--- config.mk ---
export PLATFORM = sky130hd
export DESIGN_NAME = hazard_controller
export DESIGN_NICKNAME = d
export VERILOG_FILES = /design/src/rtl/hazard_pkg.sv /design/src/rtl/forward_sel.sv /design/src/rtl/hazard_controller.sv
export SDC_FILE = /design/constraint.sdc
export NUM_CORES = 1
export LEC_CHECK = 0
export ABC_AREA = 1
export CORE_AREA = 2 2 99 101
export CTS_CLUSTER_SIZE = 30
export DETAILED_ROUTE_END_ITERATION = 10
export DIE_AREA = 0 0 101 103
export GPL_ROUTABILITY_DRIVEN = 1
export PLACE_DENSITY = 0.68
export SETUP_SLACK_MARGIN = 0.2
export SYNTH_ARGS = -nofsm -noshare
export SYNTH_HDL_FRONTEND = slang
export SYNTH_SLANG_ARGS = --single-unit
--- constraint.sdc ---
create_clock -name clk -period 1.77 [get_ports clk]
set_input_delay 0.2655 -clock clk [delete_from_list [all_inputs] [get_ports clk]]
set_output_delay 0.2655 -clock clk [all_outputs]
set_load 0.005 [all_outputs]
--- src/rtl/hazard_pkg.sv ---
// rtl/hazard_pkg.sv - shared state type and forward-select encodings for the hazard controller
package hazard_pkg;

    typedef enum logic [1:0] {
        RUN      = 2'd0,
        MEM_WAIT = 2'd1,
        FAULT    = 2'd2
    } hz_state_t;

    localparam logic [1:0] FWD_RF = 2'b00;
    localparam logic [1:0] FWD_W  = 2'b01;
    localparam logic [1:0] FWD_M  = 2'b10;

endpackage

--- src/rtl/forward_sel.sv ---
// rtl/forward_sel.sv - forward-source select for one Execute operand
module forward_sel
    import hazard_pkg::*;
#(
    parameter int REG_W = 5
) (
    input  logic [REG_W-1:0] rs,
    input  logic [REG_W-1:0] rdm,
    input  logic             reg_write_m,
    input  logic [REG_W-1:0] rdw,
    input  logic             reg_write_w,
    output logic [1:0]       fwd
);

    // Memory stage holds the younger result, so it wins over Writeback; x0 is never forwarded
    always_comb begin
        fwd = FWD_RF;
        if (reg_write_m && (rdm != '0) && (rdm == rs)) begin
            fwd = FWD_M;
        end else if (reg_write_w && (rdw != '0) && (rdw == rs)) begin
            fwd = FWD_W;
        end
    end

endmodule

--- src/rtl/hazard_controller.sv ---
// rtl/hazard_controller.sv - forwarding, stall/flush, memory-wait FSM and perf counters
module hazard_controller
    import hazard_pkg::*;
#(
    parameter int REG_W       = 5,
    parameter int MEM_TIMEOUT = 16,
    parameter int CNT_W       = 16
) (
    input  logic             clk,
    input  logic             reset,
    input  logic [REG_W-1:0] Rs1D,
    input  logic [REG_W-1:0] Rs2D,
    input  logic [REG_W-1:0] Rs1E,
    input  logic [REG_W-1:0] Rs2E,
    input  logic [REG_W-1:0] RdE,
    input  logic             ResultSrcE,
    input  logic [REG_W-1:0] RDM,
    input  logic             RegWriteM,
    input  logic [REG_W-1:0] RDW,
    input  logic             RegWriteW,
    input  logic             PCSrcE,
    input  logic             MemBusyM,
    output logic [1:0]       ForwardA_E,
    output logic [1:0]       ForwardB_E,
    output logic             StallF,
    output logic             StallD,
    output logic             StallE,
    output logic             StallM,
    output logic             FlushD,
    output logic             FlushE,
    output logic             Fault,
    output logic [CNT_W-1:0] StallCount,
    output logic [CNT_W-1:0] FlushCount,
    output logic [CNT_W-1:0] LoadUseCount
);

    // Wide enough to hold MEM_TIMEOUT itself
    localparam int WAIT_W = $clog2(MEM_TIMEOUT + 1);

    hz_state_t         state;
    hz_state_t         state_next;
    logic [WAIT_W-1:0] wait_cnt;
    logic [WAIT_W-1:0] wait_next;

    logic [1:0] fwd_a_raw;
    logic [1:0] fwd_b_raw;
    logic       lw_stall;
    logic       stall_all;
    logic       bubble;
    logic       br_flush;

    forward_sel #(.REG_W(REG_W)) u_fwd_a (
        .rs          (Rs1E),
        .rdm         (RDM),
        .reg_write_m (RegWriteM),
        .rdw         (RDW),
        .reg_write_w (RegWriteW),
        .fwd         (fwd_a_raw)
    );

    forward_sel #(.REG_W(REG_W)) u_fwd_b (
        .rs          (Rs2E),
        .rdm         (RDM),
        .reg_write_m (RegWriteM),
        .rdw         (RDW),
        .reg_write_w (RegWriteW),
        .fwd         (fwd_b_raw)
    );

    assign lw_stall = ResultSrcE && (RdE != '0) && ((RdE == Rs1D) || (RdE == Rs2D));

    // Next state, wait count and hazard resolution: busy memory > taken branch > load-use
    always_comb begin
        state_next = state;
        wait_next  = wait_cnt;
        stall_all  = 1'b0;
        bubble     = 1'b0;
        br_flush   = 1'b0;
        case (state)
            RUN: begin
                if (MemBusyM) begin
                    stall_all  = 1'b1;
                    state_next = MEM_WAIT;
                    wait_next  = WAIT_W'(1);
                end else if (PCSrcE) begin
                    br_flush = 1'b1;
                end else if (lw_stall) begin
                    bubble = 1'b1;
                end
            end
            MEM_WAIT: begin
                if (MemBusyM) begin
                    stall_all = 1'b1;
                    wait_next = wait_cnt + WAIT_W'(1);
                    if (wait_next == WAIT_W'(MEM_TIMEOUT)) begin
                        state_next = FAULT;
                    end
                end else begin
                    state_next = RUN;
                    wait_next  = '0;
                    if (PCSrcE) begin
                        br_flush = 1'b1;
                    end else if (lw_stall) begin
                        bubble = 1'b1;
                    end
                end
            end
            FAULT: begin
                stall_all = 1'b1;
            end
            default: begin
                state_next = RUN;
                wait_next  = '0;
            end
        endcase
        if (reset) begin
            stall_all = 1'b0;
            bubble    = 1'b0;
            br_flush  = 1'b0;
        end
    end

    assign ForwardA_E = reset ? FWD_RF : fwd_a_raw;
    assign ForwardB_E = reset ? FWD_RF : fwd_b_raw;
    assign StallF     = stall_all | bubble;
    assign StallD     = stall_all | bubble;
    assign StallE     = stall_all;
    assign StallM     = stall_all;
    assign FlushD     = br_flush;
    assign FlushE     = br_flush | bubble;
    assign Fault      = (state == FAULT);

    // State register and memory-wait counter
    always_ff @(posedge clk) begin
        if (reset) begin
            state    <= RUN;
            wait_cnt <= '0;
        end else begin
            state    <= state_next;
            wait_cnt <= wait_next;
        end
    end

    // Saturating activity counters
    always_ff @(posedge clk) begin
        if (reset) begin
            StallCount   <= '0;
            FlushCount   <= '0;
            LoadUseCount <= '0;
        end else begin
            if (StallF && (StallCount != '1)) begin
                StallCount <= StallCount + CNT_W'(1);
            end
            if (br_flush && (FlushCount != '1)) begin
                FlushCount <= FlushCount + CNT_W'(1);
            end
            if (bubble && (LoadUseCount != '1)) begin
                LoadUseCount <= LoadUseCount + CNT_W'(1);
            end
        end
    end

endmodule
==> summary.txt <==
Run status
  • Status: completed

Logic synthesis
  • Mapped Avg Cell Area: 6.57 um2
  • Ys Warns: 0
  • Cells after Synth: 558
  • Sequential fraction of the synthesis area: 0.300
  • Seq cells post-synth: 55
  • Syn Nets: about 610
  • Post-synth cell types: 42
  • Synthesized area: 0.00367 mm2

Place
  • Post-DP HPWL: 7360 um
  • Placer congestion estimate: 0.876
  • Buffers on Ports: 100
  • Pre-CTS WS: -562 ps
  • Placed Area: ~0.0049 mm2

Timing
  • Max Clock Freq: 585 MHz
  • RSZ-0062 raised after global routing: true
  • Slew HR: 0.767
  • Final Hold Viols: 0
  • Actual slew at the worst max-slew pin: 347 ps
  • Final worst slack: 61.9 ps
  • Min cycle time layout: 1710 ps
  • Skew final: approximately 9.4 ps
  • Final Max Tran Viols: 0
  • Final period utilization: 0.965
  • Final setup fails: 0

Layout
  • Most common cell after layout, fill and taps aside: nand2_1
  • Layout area overhead: 50.3%
  • Fin nets: 745
  • Most frequent cells in the layout: 127 x nand2_1, 69 x inv_1, 64 x nor2_1
  • Cell area after layout: 0.00551 mm2
  • Antenna diodes: 0
  • Share of cells above drive strength 1: 0.288

GRT
  • Initial antenna violation count: 0
  • Global-route wire length before repair: 16100 um
  • Largest net degree at the start of global routing: 22
  • GRT Util Overall: 0.188
  • Vias in the first global route: about 3.7k
  • Overflow after GRT: 0

Hold path
  • Hold crit path type: in2reg
  • Startpoint of the worst hold path: reset

Route
  • WL/cell: 12.6 um
  • Residual DRC: 0
  • DRT iter0 DRCs: 97
  • Via density: 5.05
  • Initial DRT Pass Iterations: 4
  • Via count: 4103
  • Final WL: 10200 um
  • Detail Route Antenna Nets: 0

Setup path
  • Worst reg2reg startpoint: state[1]
  • Crit path launch: state[1]
  • Crit path DAT: 1930 ps
  • CP endpoint kind: flip-flop
  • WP data required: 1990 ps
  • Crit path max fanout: 6
  • Crit path kind: reg2reg
  • Kind of start point of the critical path: flip-flop

CTS
  • CTS tree: built
  • Clk root buf: clkbuf_8
  • Clock-pin transition on the worst setup and hold timing paths: roughly 110 ps
  • CTS buffer count: 5
  • H-Tree Depth: 2
  • Clock sinks: 55
  • Max Root-Sink Buffers: 2
  • Post-CTS Hold Buffers: 0
  • Worst skew pair latency: 320 ps

Power
  • Maximum vdd drop: 0.298 mV
  • PD cells: between 400 and 500 mW/mm2
  • Design Power: 2.48 mW
  • Leakage power: 2.40 nW

Floorplan
  • Initial core utilization: 0.388
  • Die area: 0.0104 mm2
  • Core box area: 0.00946 mm2
  • Top Ports: 101
  • Row Count: 36
  • Die span in y: roughly 100 um
  • DIE WIDTH: 101 um

Job
  • MaxCap Viol Count: 0
==> worst max-delay path, stage by stage, from the launching register on <==
cell and delay (ps):
dfxtp_4 380, nor2_4 90, nand4_1 110, a21oi_2 190, nand2_4 90, nand2_4 80
buf_6 110, buf_4 110, buf_8 130, clkbuf_16 150, nand3b_1 80, nand2_1 70
nor2_1 30
==> area by class of cell <==
class | count | area, um2
repair buffers | 147 | 1380
flip-flops and latches | 55 | 1150
clock buffers | 6 | 82.6
well taps | 114 | 143
clock inverters | 2 | 16.3
fillers | 862 | 3950
inverters | 81 | 309
multi-input cells | 408 | 2420
==> per-stage QoR <==
stage	util	TNS, ps	hold WS (ps)	instances
global placement	0.521	-14170	465	785
finish	0.583	0	432	813
global route	0.583	-66.2	451	813
detailed placement	0.521	-14200	487	785
CTS	0.556	0	425	806
floorplan	-	0	457	558
==> routing by layer <==
layer,vias to the layer above,GRT usage,wire (um)
li1,2074,-,-
met1,1907,0.230,4450
met2,110,0.348,5190
met3,12,0.0305,478
met4,0,0.0416,126
met5,-,0,0
==> logic make-up (layout without fill, tap and decap cells) <==
kind of cell / count (synthesis) / after routing / synth area share
flops: 55 / 55 / 0.300
simple gates: 310 / 311 / 0.407
fa+ha+maj: 5 / 5 / 0.0171
compound gates: 64 / 64 / 0.0935
xor+xnor: 28 / 28 / 0.0669
buf+inv: 96 / 236 / 0.115
==> registers in the layout, summed over array words and instances (netlist names) <==
name and count:
FlushCount 16, LoadUseCount 16, StallCount 16, state 2
wait_cnt 5
==> synth_stat cells, drive strengths merged <==
cell type	instances	share of area
clkbuf	3	0.0031
nor2	85	0.097
buf	12	0.028
nor3b	3	0.0075
a21oi	37	0.053
dfxtp	55	0.30
or2	1	0.0017
and3	2	0.0048
nor3	11	0.019
o31ai	1	0.0020
nand3b	3	0.0061
nand3	36	0.055
xnor2	11	0.026
o21bai	2	0.0041
o21ai	22	0.030
and2	1	0.0017
nand2	139	0.15
inv	81	0.084
o41ai	1	0.0024
nor4	4	0.0068
nand4	25	0.058
o2111ai	1	0.0024
ha	5	0.017
xor2	17	0.041
==> report_power, final <==
part | switching (mW) | internal [mW]
logic | 0.217 | 0.236
clock network | 0.447 | 0.321
registers | 0.0125 | 1.24
total | 0.677 | 1.80
==> timing repair <==
action	CTS	global route
gates cloned	3	1
pin swaps	35	41
buffers inserted	10	6
endpoints found under the setup margin	67	70
resized for setup	169	93
==> path summary, 6_finish.rpt <==
kind / to / slack [ps] / cells past startpoint
max: StallCount[1] / 60 / 12
min: state[0] / 430 / 4
max reg2reg: StallCount[1] / 60 / 12
min reg2reg: wait_cnt[4] / 500 / 2
No activity file was read; power rests on OpenSTA's default activity.
==> RTL change 1, RTL diff (same settings) <==
Put one more register stage on the output `LoadUseCount`, without a reset. The value now appears one clock later. The other outputs are not delayed to match.
--- a/src/rtl/hazard_controller.sv
+++ b/src/rtl/hazard_controller.sv
@@ -36,6 +36,8 @@
 
     // Wide enough to hold MEM_TIMEOUT itself
     localparam int WAIT_W = $clog2(MEM_TIMEOUT + 1);
+
+    logic [CNT_W-1:0] LoadUseCount_s0;
 
     hz_state_t         state;
     hz_state_t         state_next;
@@ -146,7 +148,7 @@
         if (reset) begin
             StallCount   <= '0;
             FlushCount   <= '0;
-            LoadUseCount <= '0;
+            LoadUseCount_s0 <= '0;
         end else begin
             if (StallF && (StallCount != '1)) begin
                 StallCount <= StallCount + CNT_W'(1);
@@ -154,10 +156,14 @@
             if (br_flush && (FlushCount != '1)) begin
                 FlushCount <= FlushCount + CNT_W'(1);
             end
-            if (bubble && (LoadUseCount != '1)) begin
-                LoadUseCount <= LoadUseCount + CNT_W'(1);
+            if (bubble && (LoadUseCount_s0 != '1)) begin
+                LoadUseCount_s0 <= LoadUseCount_s0 + CNT_W'(1);
             end
         end
     end
 
+    always_ff @(posedge clk) begin
+        LoadUseCount <= LoadUseCount_s0;
+    end
+
 endmodule
Function: changed (Yosys sat finds a counterexample within 4 cycles, from zero or initial values and one cycle with reset high).
==> RTL change 1 against the original RTL <==
- sequential cell count grew 16
- register-to-register slack gained 0.07 ns
- global-route usage grew 1.7 points
- total power grew 47%
- cell area grew 11%
- synthesized area grew 8.3%
- first-iteration DRC count grew 70%
- routed wire length grew 11%
- clock skew shrank 0.0013 ns
- setup slack gained 0.012 ns
- largest cell class unchanged
==> RTL change 1: results (changes against the original RTL) <==
Status: finished, final reports clean
CTS Buffer Depth: 2 (unchanged)
DP HPWL: 7220 um (-1.9%)
Ys async rst share: 0 (unchanged)
# resized after CTS: 167 (-1.2%)
Top delay family on crit path: flip-flops
LEAKAGE: 2.66 nW (+11%)
Max incr delay on CP: 0.39 ns
Clk root buf: clkbuf_8
Final net count: 798 (+7.1%)
Worst slew pin tran: 0.395 ns (+0.0477 ns)
Synth area leaders: dfxtp_1 36%, nand2_1 14%, nor2_1 9.2%, inv_1 6.4%, nand3_1 4.7%
H-tree depth: 3 (+1)
Most frequent cells after synthesis: 152 x nand2_1, 97 x nor2_1, 71 x dfxtp_1, 68 x inv_1, 37 x nand3_1
Hold path depth: 0 (-4)
PortBufs: 100 (unchanged)
Worst hold path class: flip-flop to flip-flop
Syn_area_per_cell: 6.66 sq um (+1.4%)
Register area share after synthesis: 0.358 (+0.0578)
Worst reg2reg endpoint: StallCount[5]
WL per Instance: 13.0 um (+3.5%)
CP arrival: 1.43 ns (-0.50 ns)
Cell area after placement: 5210 sq um (+5.7%)
Number of cells on the worst reg-to-reg path: 12 (unchanged)
Initial antenna violation count: 0 (unchanged)
Worst-path clk slew: 0.08 ns (-0.03 ns)
R2R Setup Slk: 0.13 ns (+0.07 ns)
DR pass1 iterations: 5 (+1)
Slowest-stage cell, CP: dfxtp_4
Dpl cells: 822 (+4.7%)
Comb power: 451 uW
Yosys cell types: 38 (-9.5%)
Total CTS buffers: 9 (+4)
Layout cells sized above 1: 0.337 (+0.0497)
Worst Path Max Fanout: 3 (-3)
VDD IR max: 0.422 mV (+42%)
Hold endpoint: LoadUseCount[15]
End of the critical path: StallF
Non-filler cells in the finished layout: 870 (+7.0%)
Vias in the first global route: 4107 (+12%)
Global-route wire length before repair: 17600 um (+8.9%)
RePlAce Congestion: 0.945 (+7.8%)
Clk Latency, worst-skew pair: 0.34 ns (+0.02 ns)
CP endpoint kind: output port
Largest net degree at the start of global routing: 34 (+55%)
Synth Net Count: 643 (+6.3%)
Setup CP Type: flip-flop to output port
P_sw: 873 uW (+29%)
Drt initial violations: 165 (+70%)
DR vias/cell: 5.00 (-0.99%)
Seq power: 1.61 mW (+29%)
RR Startpoint: state[1]
Postcts setup bufs: 15 (+5)
Syn. warnings: 0 (unchanged)
Post-synth top flop: dfxtp_1
Layout Skew: 0.00818 ns (-0.00126 ns)
GR Util All Layers: 0.206 (+0.0174)
Hold path start: LoadUseCount_s0[15]
N_diodes: 0 (unchanged)
## RTL change 1: changes by cell type after synthesis, moves of 3 or more
cell,delta
xor2_1,-3
nand3_1,+5
a21oi_1,-3
nand2_1,+18
a21oi_2,+4
nor2_1,+21
nor2_2,-3
nand4_4,-3
buf_6,-3
dfxtp_1,+16
xnor2_1,+4
inv_1,-3
## RTL change 1: area by class of cell
cell class / count / area [sq um]
fillers: 814 / 3350
multi-input cells: 435 / 2520
flip-flops and latches: 71 / 1480
repair buffers: 157 / 1410
inverters: 76 / 303
well taps: 114 / 143
clock buffers: 9 / 124
clock inverters: 7 / 121
repair inverters: 1 / 11.3
## RTL change 1: layer usage
layer | wire length [um] | GRT usage | up-vias
met5 | 0 | 0 | -
met4 | 221 | 0.0603 | 0
met3 | 625 | 0.0495 | 21
met2 | 5540 | 0.371 | 145
met1 | 4940 | 0.244 | 1973
li1 | - | - | 2208
## RTL change 1: metrics by stage
stage / power (mW) / hold slack, ns / util / setup WS (ns) / TNS [ns]
CTS: 3.62 / 0.364 / 0.599 / 0.0855 / 0
global placement: 2.01 / 0.337 / 0.551 / -0.429 / -10.07
floorplan: 1.83 / 0.331 / - / 0.229 / 0
detailed placement: 2.02 / 0.351 / 0.551 / -0.486 / -12.49
global route: 3.78 / 0.366 / 0.646 / 0.0121 / 0
finish: 3.64 / 0.360 / 0.646 / 0.0740 / 0
## RTL change 1: cells by family (layout without fill, tap and decap cells)
| logic type | count (synthesis) | count (layout) | synth area share |
|---|---|---|---|
| flops | 71 | 71 | 0.358 |
| compound gates | 61 | 61 | 0.0858 |
| simple gates | 339 | 340 | 0.377 |
| xor+xnor | 29 | 29 | 0.0640 |
| fa+ha+maj | 5 | 5 | 0.0158 |
| buf+inv | 91 | 250 | 0.0990 |
==> RTL change 2, RTL diff (config.mk and constraints unchanged) <==
Made on the original files. `REG_W` is set to 5 in 2 places; all go to 7.
--- a/src/rtl/forward_sel.sv
+++ b/src/rtl/forward_sel.sv
@@ -2,7 +2,7 @@
 module forward_sel
     import hazard_pkg::*;
 #(
-    parameter int REG_W = 5
+    parameter int REG_W = 7
 ) (
     input  logic [REG_W-1:0] rs,
     input  logic [REG_W-1:0] rdm,
--- a/src/rtl/hazard_controller.sv
+++ b/src/rtl/hazard_controller.sv
@@ -2,7 +2,7 @@
 module hazard_controller
     import hazard_pkg::*;
 #(
-    parameter int REG_W       = 5,
+    parameter int REG_W       = 7,
     parameter int MEM_TIMEOUT = 16,
     parameter int CNT_W       = 16
 ) (
Interface: changed (7 resized); port bits go from 101 to 115. The function was not compared with the original's and may differ.
==> RTL change 2 against the original RTL <==
- setup slack improved by 0.062 ns
- total power rose by 0.67%
- routed wire length rose by 4.3%
- cell count rose by 6.3%
- critical path type is now input pin to output port
- sequential power barely moved
- cell area rose by 5.4%
- largest cell class unchanged
- clock skew fell by 0.0027 ns
- synthesized area rose by 2.2%
- utilization rose by 3.2 points
- sequential cell count did not move
==> RTL change 2: results (changes against the original RTL) <==
Hold Slack: 0.352 ns (-0.0801 ns)
Critical path origin: Rs2D[3]
Clk Latency, worst-skew pair: 0.30 ns (-0.02 ns)
RePlAce Congestion: 0.856 (-2.3%)
LEAKAGE: 2.53 nW (+5.1%)
VDD IR max: 0.302 mV (+1.5%)
End of the critical path: StallF
DP HPWL: 7750 um (+5.3%)
Adder-Cell Fraction of Synth Area: 0.0167 (-0.000365)
Cell area after placement: 5180 sq um (+5.0%)
Final Core Density: 0.614 (+0.0316)
Yosys cell types: 40 (-4.8%)
Drt initial violations: 167 (+72%)
R2R Setup Slk: 0.23 ns (+0.17 ns)
Status: finished, final reports clean
Post-Route WL: 10700 um (+4.3%)
Synth Area in XOR/XNOR: 0.0772 (+0.0103)
Hold path depth: 3 (-1)
Vias in the first global route: 3855 (+5.1%)
Worst-path clk slew: 0.09 ns (-0.02 ns)
Register area share after synthesis: 0.294 (-0.00642)
PortBufs: 114 (+14%)
Layout cells sized above 1: 0.295 (+0.00711)
Worst reg2reg endpoint: StallCount[6]
Most frequent cells after synthesis: 130 x nand2_1, 88 x inv_1, 83 x nor2_1, 55 x dfxtp_1, 33 x nand3_1
RTL change 2: changes by cell type after synthesis, moves of 3 or more:
cell and delta:
nand2_1 -4, nor2_1 +7, nand4_1 -4, nor4_1 +3
inv_1 +17, nor3_1 +9, nor2_2 -4, nand3_2 -3
a21oi_1 -3, inv_2 -6, o21ai_0 +9, xor2_1 +3
nor3b_1 +3
RTL change 2: per-layer routing:
layer	routed length [um]	vias to the layer above	GRT usage
met5	0	-	0
li1	-	2199	-
met1	4570	1942	0.224
met3	488	8	0.0359
met4	75	0	0.0582
met2	5540	99	0.365
RTL change 2: critical path, stage by stage:
cell             delay (ns)
clkdlybuf4s50_1        0.47
xor2_1                 0.15
nor2_1                 0.05
nand2_1                0.07
nand2_2                0.07
nand2_4                0.10
nand2_4                0.07
buf_6                  0.12
RTL change 2: repair_timing:
item,CTS,global route
hold buffers,0,0
pin swaps,44,46
setup endpoints to repair,60,73
buffers inserted,6,16
gates cloned,1,2
gates resized for setup,198,129
RTL change 2: cell type report:
type | count | area share
tap | 114 | 0.0245
clock inverter | 1 | 0.00151
inverter | 93 | 0.0614
clock buffer | 7 | 0.0149
multi-input combinational | 423 | 0.445
timing repair buffer | 171 | 0.254
sequential | 55 | 0.199
RTL change 2: power by group:
group	switching, mW	leakage (nW)	internal (mW)
logic	0.248	2.02	0.257
clock network	0.414	0.0484	0.322
registers	0.0125	0.461	1.24
RTL change 2: cells by family (layout without fill, tap and decap cells):
| family | count (synthesis) | in the layout |
|---|---|---|
| and+or+nand+nor | 313 | 315 |
| buffers and inverters | 107 | 272 |
| AOI/OAI and AO/OA | 70 | 70 |
| DFF | 55 | 55 |
| xor gates and xnor gates | 33 | 33 |
| adders and majority gates | 5 | 5 |
